--- src/rtl/torreta_uc_pkg.sv ---
// Shared definitions for the turret control unit: state codes, strobe bundle
// and the default measurement watchdog limit.
package torreta_uc_pkg;

  localparam int TIMEOUT_MEDIDA_DEFAULT = 2_500_000;
  localparam int N_TIMEOUT_DEFAULT      = 22;

  typedef enum logic [3:0] {
    INICIAL       = 4'h0,
    PREPARACAO    = 4'h1,
    MEDIR         = 4'h2,
    ESPERA_MEDIDA = 4'h3,
    TRANSMITE     = 4'h4,
    ESPERA_ENVIO  = 4'h5,
    AVALIA        = 4'h6,
    ESPERA_TEMPO  = 4'h7,
    GIRA          = 4'h8,
    ARMA          = 4'h9,
    DISPARA       = 4'hA,
    RECARREGA     = 4'hB,
    CARREGA       = 4'hC
  } estado_t;

  typedef struct packed {
    logic medir;
    logic transmitir;
    logic girar;
    logic conta_tempo;
    logic armar_disparo;
    logic disparar;
    logic recarregar_disparo;
    logic conta_municao;
  } strobes_t;

  // Moore decode: the strobe set that belongs to each state.
  function automatic strobes_t strobes_de(estado_t e);
    strobes_t s;
    s = '0;
    case (e)
      MEDIR:        s.medir              = 1'b1;
      TRANSMITE:    s.transmitir         = 1'b1;
      GIRA:         s.girar              = 1'b1;
      ESPERA_TEMPO: s.conta_tempo        = 1'b1;
      ARMA:         s.armar_disparo      = 1'b1;
      DISPARA:      s.disparar           = 1'b1;
      RECARREGA:    s.recarregar_disparo = 1'b1;
      CARREGA:      s.conta_municao      = 1'b1;
      default:      s                    = '0;
    endcase
    return s;
  endfunction

endpackage

--- src/rtl/contador_m.sv ---
// Modulo-M up counter with async clear and synchronous clear.
module contador_m #(
  parameter int M = 100,
  parameter int N = 7
) (
  input  logic         clock,
  input  logic         reset,
  input  logic         zera_s,
  input  logic         conta,
  output logic [N-1:0] q
);

  // NOTE: sequential state is written with non-blocking assignments only, so
  // every flop samples the pre-edge values regardless of block ordering.
  always_ff @(posedge clock or negedge reset) begin
    if (!reset)          q <= '0;
    else if (zera_s)     q <= '0;
    else if (conta)      q <= (q == N'(M - 1)) ? '0 : q + 1'b1;
  end

endmodule

--- src/rtl/torreta_uc.sv ---
// Turret scan-step control unit: sequences measure, transmit, evaluate,
// optional arm/fire/reload, inter-rotation wait and base rotation.
module torreta_uc
  import torreta_uc_pkg::*;
#(
  parameter int TIMEOUT_MEDIDA = TIMEOUT_MEDIDA_DEFAULT,
  parameter int N_TIMEOUT      = N_TIMEOUT_DEFAULT
) (
  input  logic       clock,
  input  logic       reset,
  input  logic       ligar,
  input  logic       carregar,
  input  logic       medida_pronto,
  input  logic       envio_pronto,
  input  logic       fim_tempo,
  input  logic       ameaca_detectada,
  input  logic       municao_carregada,
  input  logic       disparo_pronto,
  input  logic       fim_disparo,
  input  logic       disparo_carregado,
  output logic       medir,
  output logic       transmitir,
  output logic       girar,
  output logic       conta_tempo,
  output logic       armar_disparo,
  output logic       disparar,
  output logic       recarregar_disparo,
  output logic       conta_municao,
  output logic       erro_medida,
  output logic [3:0] db_estado
);

  estado_t              estado, proximo;
  strobes_t             saidas;
  logic [N_TIMEOUT-1:0] contagem;
  logic                 fim_timeout;

  assign fim_timeout = (contagem == N_TIMEOUT'(TIMEOUT_MEDIDA - 1));

  // Gating conta with fim_timeout makes the wrapping counter saturate.
  contador_m #(.M(TIMEOUT_MEDIDA), .N(N_TIMEOUT)) u_watchdog (
    .clock  (clock),
    .reset  (reset),
    .zera_s (estado == MEDIR),
    .conta  ((estado == ESPERA_MEDIDA) && !fim_timeout),
    .q      (contagem)
  );

  // NOTE: every path assigns proximo via the default first, so no latch forms.
  always_comb begin
    proximo = estado;
    case (estado)
      INICIAL:       if (ligar) proximo = PREPARACAO;
                     else if (carregar) proximo = CARREGA;
      CARREGA:       if (!carregar) proximo = INICIAL;
      PREPARACAO:    proximo = MEDIR;
      MEDIR:         proximo = ESPERA_MEDIDA;
      ESPERA_MEDIDA: if (!ligar) proximo = INICIAL;
                     else if (medida_pronto) proximo = TRANSMITE;
                     else if (fim_timeout) proximo = ESPERA_TEMPO;
      TRANSMITE:     proximo = ESPERA_ENVIO;
      ESPERA_ENVIO:  if (!ligar) proximo = INICIAL;
                     else if (envio_pronto) proximo = AVALIA;
      AVALIA:        proximo = (ameaca_detectada && municao_carregada) ? ARMA : ESPERA_TEMPO;
      ARMA:          if (disparo_pronto) proximo = DISPARA;
      DISPARA:       if (fim_disparo) proximo = RECARREGA;
      RECARREGA:     if (disparo_carregado) proximo = ESPERA_TEMPO;
      ESPERA_TEMPO:  if (!ligar) proximo = INICIAL;
                     else if (fim_tempo) proximo = GIRA;
      GIRA:          proximo = ligar ? MEDIR : INICIAL;
      default:       proximo = INICIAL;
    endcase
  end

  // Strobes are registered from the next state so they assert in the first
  // cycle of their state and drop immediately on async reset.
  always_ff @(posedge clock or negedge reset) begin
    if (!reset) begin
      estado      <= INICIAL;
      saidas      <= '0;
      erro_medida <= 1'b0;
    end else begin
      estado <= proximo;
      saidas <= strobes_de(proximo);
      if (estado == ESPERA_MEDIDA && ligar) begin
        if (medida_pronto)    erro_medida <= 1'b0;
        else if (fim_timeout) erro_medida <= 1'b1;
      end
    end
  end

  assign medir              = saidas.medir;
  assign transmitir         = saidas.transmitir;
  assign girar              = saidas.girar;
  assign conta_tempo        = saidas.conta_tempo;
  assign armar_disparo      = saidas.armar_disparo;
  assign disparar           = saidas.disparar;
  assign recarregar_disparo = saidas.recarregar_disparo;
  assign conta_municao      = saidas.conta_municao;
  assign db_estado          = estado;

endmodule

--- config.mk ---
export PLATFORM = sky130hd
export DESIGN_NAME = torreta_uc
export DESIGN_NICKNAME = d
export VERILOG_FILES = /design/src/rtl/torreta_uc_pkg.sv /design/src/rtl/contador_m.sv /design/src/rtl/torreta_uc.sv
export SDC_FILE = /design/constraint.sdc
export NUM_CORES = 1
export LEC_CHECK = 0
export ABC_AREA = 1
export BUFFER_PORTS_ARGS = -buffer_cell sky130_fd_sc_hd__buf_2
export CAP_MARGIN = 40
export CELL_PAD_IN_SITES_DETAIL_PLACEMENT = 1
export CELL_PAD_IN_SITES_GLOBAL_PLACEMENT = 1
export CORE_UTILIZATION = 42
export CTS_CLUSTER_DIAMETER = 80
export DETAILED_ROUTE_END_ITERATION = 16
export PLACE_DENSITY = 0.87
export SYNTH_ARGS = -nofsm -noshare
export SYNTH_HDL_FRONTEND = slang
export SYNTH_SLANG_ARGS = --single-unit
--- constraint.sdc ---
create_clock -name clock -period 1.7 [get_ports clock]
set_input_delay 0.17 -clock clock [delete_from_list [all_inputs] [get_ports clock]]
set_output_delay 0.17 -clock clock [all_outputs]
set_load 0.02 [all_outputs]
==> impl_metrics.toml, run 1 <==
[sta]
holdWs_ns = 0.08670
fmax_ghz = 0.6114
relSlewSlack = 0.6878
fin_tns_setup_ns = 0
final-max-slew-violation-count = 0
setup_viol = 0
fin_crit_ns = 1.636
grt_setup_unrepaired = "yes"
hold_violations = 0
skew_ns = 0.007079
fin_crit_sh = 0.9621
worst-slew-pin-transition_ns = 0.4684

[global_routing]
antenna_found_initial = 0
grt_pass1_vias = 2690
track_usage = 0.2790
use_met2 = 0.4607
grt_busiest_layer = "met2"
grt_pass1_wl_um = 12940
overflow = 0
grtUsageMet3 = 0.04524
grt_max_degree = 20
use_met1 = 0.3707

[power_and_ir_drop]
p_switching_mw = 1.629
pwr-share-comb = 0.501
ir_drop_uv = 896.8
seq_power_share = 0.311
total_power_mw = 3.474
p_per_area_nw_per_um2 = 1195
clkPwrFrac = 0.188
sw_frac_of_total = 0.4689
leakage_nw = 1.399
p_int_mw = 1.845

[route]
drtIter0Drc = 109
wl_um = 7726
vias_per_cell = 5.375
vias = 2564
drc = 0
final_antenna_net_count = 0
first_pass_iters = 4
wl_per_cell_um = 16.20

[floorplanning]
core_um2 = 5238
io_pins = 25
die_area_um2 = 5913
die_y_um = 76.90
start_util = 0.4498
rows = 26
die_w_um = 76.90

[logic_synthesis]
yosysSeqAreaShare = 0.3717
netlist_area_um2 = 2356
yosys_warnings = 0
synth_top_area_frac = 0.3717
synth_area_leaders = "dfrtp_1 (37%), nand2_1 (17%), nor2_1 (11%)"
syn-num-nets = 366
synth_cells = 353
syn_avg_cell_area_um2 = 6.674
synth-seq-cells = 35
yosysUniqueCellTypes = 32
yosys.area.top_type = "dfrtp_1"

[cts]
tritoncts = "done"
path_clk_slew_ns = 0.08
h-tree-depth = 2
cts_buffers = 5
clk_latency_ns = 0.30
cts-root-buf = "clkbuf_8"
cts.sinks = 35
clockBufferDepth = 2

[final_layout]
layout_commonest_cell = "nand2_1"
final_cell_mix = "nand2_1 (108), nor2_1 (62), inv_1 (35)"
fillers = 699
areaGrowthSynthToFinish_pct = 23.42
fin_cells = 477
drive_gt1_frac = 0.2383
layout.nets = 419
final_core_util = 0.5552
antenna_cells = 0

[placement]
gp_congestion = 0.9142
dp.cells = 460
dp_hpwl_um = 5794
io_buffers = 24

[run_status]
outcome = "completed"

[setup_path]
cp_data_required_time_ns = 1.94
endpoint_kind = "flop"
cp.arrival_ns = 1.87
path_max_fanout = 7
worstSetupStartpointType = "flop"
worstSetupPathType = "reg -> reg"
rrSetupSlack_ns = 0.06

[flow_run]
max_cap_violations = 0

[worst_hold_path]
hold_class = "in -> reg"
cell usage after synthesis:
| cell type | count |
|---|---|
| nor2_1 | 69 |
| nand2_4 | 2 |
| inv_2 | 3 |
| nor3_1 | 7 |
| nor3_4 | 1 |
| nand3b_2 | 1 |
| xnor2_1 | 1 |
| nor3b_1 | 1 |
| o21ai_0 | 13 |
| nor3_2 | 1 |
| or2_2 | 1 |
| a21oi_1 | 4 |
| nand2_1 | 109 |
| o21a_1 | 1 |
| nor2_4 | 1 |
| o21ai_1 | 2 |
| buf_2 | 1 |
| o21ai_2 | 5 |
| buf_8 | 1 |
| dfrtp_1 | 35 |
| inv_1 | 36 |
| nand3_1 | 24 |
| buf_4 | 3 |
| o21bai_1 | 2 |
| xor2_1 | 7 |
| ha_1 | 1 |
| inv_4 | 1 |
| o211ai_1 | 2 |
| nand3_2 | 1 |
| nand4_1 | 13 |
| nand3b_1 | 1 |
| nand2_2 | 3 |
power by group through the flow:
| stage | Clock, mW | Sequential (mW) | Combinational [mW] |
|---|---|---|---|
| 6_report | 0.654 | 1.08 | 1.74 |
| 5_1_grt | 0.691 | 1.09 | 1.92 |
| 4_1_cts | 0.664 | 1.09 | 1.53 |
| 3_5_place_dp | 0 | 1.09 | 1.52 |
| 3_3_place_gp | 0 | 1.08 | 1.45 |
| 2_1_floorplan | 0 | 1.15 | 0.959 |
routing by layer:
metal / part of all wire / up-vias
met5: 0 / -
met4: 0.018 / 0
met3: 0.047 / 16
met2: 0.48 / 65
met1: 0.45 / 1259
li1: - / 1224
cell type report:
class                      instances  area [µm²]  area share
sequential                        35       882.1      0.3034
inverter                          40       157.7     0.05422
timing repair buffer              51       350.3      0.1205
clock buffer                       5       68.82     0.02367
clock inverter                     3       23.77    0.008176
multi-input combinational        273        1338      0.4600
tap                               70       87.58     0.03012
worst max-delay path, stage by stage, from the launching register on:
cell	delay, ns
dfrtp_2	0.47
nand2_1	0.17
inv_1	0.11
nand2_1	0.13
o21ai_0	0.10
nor3_2	0.23
buf_4	0.17
nand3_1	0.08
nor2_1	0.12
flip-flops by register name, summed over array words and instances (netlist names):
name and flops:
u_watchdog.q 22, db_estado 4, armar_disparo 1, conta_municao 1
conta_tempo 1, disparar 1, erro_medida 1, girar 1
medir 1, recarregar_disparo 1, transmitir 1
kinds of logic after synthesis:
kind of cell	after synthesis	synth area share
buffers and inverters	45	0.08284
AND/OR/NAND/NOR	235	0.4355
flip-flops	35	0.3717
XOR/XNOR	8	0.02974
AO/OA/AOI/OAI	29	0.07488
adder cells (fa/ha/maj)	1	0.005310
metrics by stage:
step	setup slack [ns]	cell area, µm²
after floorplan	0.1502	2356
after global placement	0.05888	2669
after detailed placement	-0.08835	2669
after CTS	0.03429	2778
after global routing	-0.06400	2908
final	0.06441	2908
worst paths after layout:
path | startpoint | cells after the start | end
setup / recovery | db_estado[1] | 8 | medir
max in group asynchronous | reset | 3 | db_estado[2]
setup reg to reg | db_estado[1] | 8 | medir
hold reg to reg | erro_medida | 2 | erro_medida
min in group asynchronous | reset | 2 | u_watchdog.q[10]
hold / removal | medida_pronto | 2 | erro_medida
timing repair:
action                                  in CTS  in global routing
buffers inserted                             0                  8
endpoints found under the setup margin       3                 28
resized for setup                            4                 19
pin swaps                                    0                  3
hold endpoints to repair                    16                  0
hold buffers                                 1                  0
Note: power is estimated with default switching activity, not from simulation.
==> run 2, diff against run 1 <==
Clock period 1.7 ns to 1.6 ns, I/O delays scaled along.
==> run 2 against run 1 <==
Against the previous run:
- the run now ends with negative setup slack left
- count of clock-buffer cells in the layout is 1 higher
- clock skew rose by 0.0017 ns
- register-to-register slack got worse by 0.22 ns
- final cell count is 2.5% higher
- critical path type unchanged
- largest cell class unchanged
==> impl_metrics.toml, run 2 (synthesized netlist as in run 1, its figures left out) <==
[sta]
setup_ws_ns = -0.1519
fin_crit_ns = 1.752
relSlewSlack = 0.7656
fmax_ghz = 0.5708
worst-slew-pin-transition_ns = 0.3500
setup_viol = 28
skew_ns = 0.008805
final-max-slew-violation-count = 0
holdWs_ns = 0.09510
grt_setup_unrepaired = "yes"
hold_violations = 0
fin_crit_sh = 1.095

[cts]
path_clk_slew_ns = 0.08
cts_buffers = 5
cts-root-buf = "clkbuf_8"
clk_latency_ns = 0.30
clockBufferDepth = 2
tritoncts = "done"
h-tree-depth = 2
cts.sinks = 35

[final_layout]
areaGrowthSynthToFinish_pct = 37.76
fin_cells = 489
regArea_um2 = 888.4
antenna_cells = 0
final_core_util = 0.6197
largest_reg_flops = 22
drive_gt1_frac = 0.3723
layout.nets = 431
fillers = 665
multiInputGateArea_um2 = 1528
largest_register = "u_watchdog.q"
layout_commonest_cell = "nand2_1"
final_cell_mix = "nand2_1 (93), nor2_1 (43), inv_1 (32), buf_4 (32), dfrtp_1 (25)"

[floorplanning]
start_util = 0.4498
core_um2 = 5238
io_pins = 25
rows = 26
die_area_um2 = 5913
die_w_um = 76.90
die_y_um = 76.90

[setup_path]
path_max_fanout = 4
worstSetupPathType = "reg -> reg"
cp.arrival_ns = 1.99
worstSetupStartpointType = "flop"
cp_data_required_time_ns = 1.84
endpoint_kind = "flop"

[route]
final_antenna_net_count = 0
drtIter0Drc = 284
drc = 0
vias_per_cell = 5.926
vias = 2898
wl_um = 10600
wl_per_cell_um = 21.68
first_pass_iters = 5

[power_and_ir_drop]
ir_drop_uv = 1336
leakage_nw = 1.524
p_per_area_nw_per_um2 = 1357
total_power_mw = 4.404

[global_routing]
track_usage = 0.2881
grt_pass1_vias = 2703
grt_max_degree = 36
grt_pass1_wl_um = 13230
antenna_found_initial = 0
overflow = 0

[placement]
gp_congestion = 0.9745
dp.cells = 463
io_buffers = 24
place_ws_ns = -0.08431
dp_hpwl_um = 5794

[flow_run]
max_cap_violations = 0

[worst_hold_path]
hold_class = "in -> reg"

[run_status]
violations = "negative setup slack"
outcome = "finished with violations"
run 2: changes by cell type in the layout (fill, tap and decap cells not counted), sizes merged:
cell / delta
clkinvlp: -2
inv: -1
clkbuf: +1
clkinv: +1
bufinv: +1
buf: +12
run 2: cell type report:
| cell class | instances | share of cell area |
|---|---|---|
| inverter | 40 | 0.05089 |
| tap | 70 | 0.02699 |
| clock inverter | 2 | 0.01195 |
| sequential | 35 | 0.2737 |
| timing repair buffer | 63 | 0.1403 |
| clock buffer | 6 | 0.02544 |
| multi-input combinational | 273 | 0.4707 |
run 2: path summary, 6_finish.rpt:
path / slack [ns] / to / cells past startpoint / from
max in group asynchronous: 1.05 / db_estado[3] / 3 / reset
max reg2reg: -0.15 / u_watchdog.q[20] / 8 / u_watchdog.q[6]
min: 0.1 / erro_medida / 2 / medida_pronto
min reg2reg: 0.52 / erro_medida / 2 / erro_medida
max: -0.15 / u_watchdog.q[20] / 8 / u_watchdog.q[6]
min in group asynchronous: 0.34 / u_watchdog.q[5] / 3 / reset
run 2: per-layer routing:
layer | track usage | routed length [µm]
met1 | 0.3856 | 4380
met5 | 0 | 0
met2 | 0.4705 | 5149
met4 | 0.1038 | 404
met3 | 0.04048 | 667
run 2: report_power, final:
part           total (mW)  internal (mW)  switching [mW]
clock               0.887          0.513           0.374
combinational        2.33          0.807            1.53
sequential           1.18           1.01           0.169
run 2: worst max-delay path, cell delays in order, from the launching register on:
cell and delay [ns]:
dfrtp_1 0.47, nand2_2 0.18, nor2_2 0.24, nand2_1 0.20, nor2_1 0.21, nand2_1 0.09, nand2_1 0.10, nand4_1 0.12
o21ai_2 0.08
run 2: stage by stage:
stage	setup TNS (ns)	instance area [µm²]
after floorplan	0	2356
after global placement	0	2704
after global routing	-3.312	3246
after detailed placement	-0.8021	2704
final	-1.664	3246
after CTS	-0.0005989	2875
run 2: what timing repair did:
action	in CTS	in global routing
buffers inserted	1	16
pin swaps	1	29
hold buffers	1	0
setup endpoints to repair	23	31
endpoints found under the hold margin	35	0
gates cloned	0	0
gates resized for setup	12	81
==> run 3, diff against run 2 <==
Settings changed: BUFFER_PORTS_ARGS -buffer_cell sky130_fd_sc_hd__buf_2 to -buffer_cell sky130_fd_sc_hd__clkbuf_2.
==> run 3 against run 2 <==
Against the previous run:
- the run still ends with negative setup slack left
- clock skew is 0.0017 ns higher
- critical path depth is 1 higher
- power hardly changed
- worst setup slack better by 0.015 ns
- first-iteration DRC count is 28% lower
- combinational power hardly changed
- critical endpoint is now conta_tempo
==> impl_metrics.toml, run 3 (synthesized netlist as in run 1, its figures left out) <==
[run_status]
outcome = "finished with violations"
violations = "negative setup slack"

[placement]
dp.cells = 463
io_buffers = 24
place_area_um2 = 2691
gp_congestion = 0.9220
dp_hpwl_um = 5873

[setup_path]
path_max_fanout = 4
cp_data_required_time_ns = 1.83
cp.arrival_ns = 1.96
rrSetupSlack_ns = -0.14
worstSetupPathType = "reg -> reg"
worst-r2r-cell-count = 9
worstSetupStartpoint = "u_watchdog.q[16]"
worstSetupStartpointType = "flop"
endpoint_kind = "flop"
reg2reg_from = "u_watchdog.q[16]"

[sta]
relSlewSlack = 0.6958
setup_viol = 15
fin_crit_ns = 1.737
grt_setup_unrepaired = "yes"
fmax_ghz = 0.5759
setup_ws_ns = -0.1365
worst-slew-pin-transition_ns = 0.4563
skew_ns = 0.01053
final-max-slew-violation-count = 0
fin_tns_setup_ns = -0.6049
hold_violations = 0
fin_crit_sh = 1.085

[cts]
clk_latency_ns = 0.31
h-tree-depth = 2
cts.sinks = 35
cts_buffers = 5
clockBufferDepth = 2
cts-root-buf = "clkbuf_8"
tritoncts = "done"
path_clk_slew_ns = 0.09

[floorplanning]
start_util = 0.4498
die_w_um = 76.90
io_pins = 25
die_y_um = 76.90
core_um2 = 5238
die_area_um2 = 5913
rows = 26

[global_routing]
grt_max_degree = 36
track_usage = 0.2940
grt_pass1_vias = 2768
overflow = 0
grt_pass1_wl_um = 13480
antenna_found_initial = 0

[power_and_ir_drop]
leakage_nw = 1.512
sw_frac_of_total = 0.4838
p_int_mw = 2.271
p_per_area_nw_per_um2 = 1369
clkPwrFrac = 0.197
pwr-share-comb = 0.530
seq_power_share = 0.272
p_switching_mw = 2.129
ir_drop_uv = 1090

[final_layout]
areaGrowthSynthToFinish_pct = 36.38
fin_cells = 484
fin_area_um2 = 3213
drive_gt1_frac = 0.3768
layout_commonest_cell = "nand2_1"
largest_reg_flops = 22
layout.nets = 426
fillers = 682
final_core_util = 0.6135
antenna_cells = 0
multiInputGateArea_um2 = 1541
largest_register = "u_watchdog.q"
final_cell_mix = "nand2_1 (94), nor2_1 (42), inv_1 (30)"
regArea_um2 = 892.1

[route]
wl_um = 10580
final_antenna_net_count = 0
wl_per_cell_um = 21.85
drc = 0
vias_per_cell = 5.851
vias = 2832
drtIter0Drc = 204
first_pass_iters = 4

[worst_hold_path]
worstHoldPathCells = 2
hold_class = "in -> reg"
worstHoldStart = "medida_pronto"

[flow_run]
max_cap_violations = 0
-- run 3: changes by cell type in the layout (fill, tap and decap cells not counted), moves of 3 or more --
cell and change:
dfrtp_1 -3, buf_4 -6, inv_2 +3, clkbuf_2 +24, buf_2 -24, dfrtp_2 +3
-- run 3: metrics by stage --
stage,power [mW],worst slack (ns),hold WS (ns)
5_1_grt,4.561,-0.2126,0.1039
3_5_place_dp,2.812,-0.08836,0.2276
3_3_place_gp,2.725,0.02207,0.2209
4_1_cts,3.765,0.002262,0.07733
2_1_floorplan,2.239,0.05018,-0.1356
6_report,4.400,-0.1365,0.08502
-- run 3: worst paths after layout --
path,end
worst max-delay path,conta_tempo
worst min-delay path,erro_medida
worst max register to register,conta_tempo
worst min register to register,erro_medida
max in group asynchronous,u_watchdog.q[8]
min in group asynchronous,u_watchdog.q[17]
-- run 3: layout make-up --
| class | count | share of cell area |
|---|---|---|
| Clock inverter | 3 | 0.01480 |
| Multi-Input combinational cell | 273 | 0.4798 |
| Timing Repair Buffer | 58 | 0.1285 |
| Clock buffer | 5 | 0.02142 |
| Inverter | 40 | 0.05062 |
| Sequential cell | 35 | 0.2776 |
| Tap cell | 70 | 0.02726 |
-- run 3: power groups by stage --
stage / clock network (mW) / logic [mW] / registers, mW
after floorplan: 0 / 1.02 / 1.22
after global placement: 0 / 1.59 / 1.14
after detailed placement: 0 / 1.67 / 1.14
after CTS: 0.865 / 1.77 / 1.13
after global routing: 0.911 / 2.44 / 1.21
final: 0.868 / 2.33 / 1.20
-- run 3: metal layers --
layer | vias to the layer above | global-route usage | routed length [µm]
met1 | 1416 | 0.3711 | 4377
li1 | 1240 | - | -
met2 | 134 | 0.4884 | 5037
met4 | 0 | 0.1385 | 481
met5 | - | 0 | 0
met3 | 42 | 0.04643 | 681
-- run 3: worst max-delay path, cell delays in order, from the launching register on --
cell     delay, ns
dfrtp_1       0.43
nor2_1        0.16
nand3_1       0.11
nor2_2        0.19
nand3_4       0.13
nand2_2       0.11
nand2_1       0.13
nand2_2       0.14
nand2_1       0.08
nor2_1        0.17
-- run 3: timing repair --
action	in CTS	in global routing
resized for setup	15	86
hold buffers	1	0
pin swaps	0	33
setup endpoints to repair	25	29
setup buffers	3	9
hold endpoints to repair	35	0
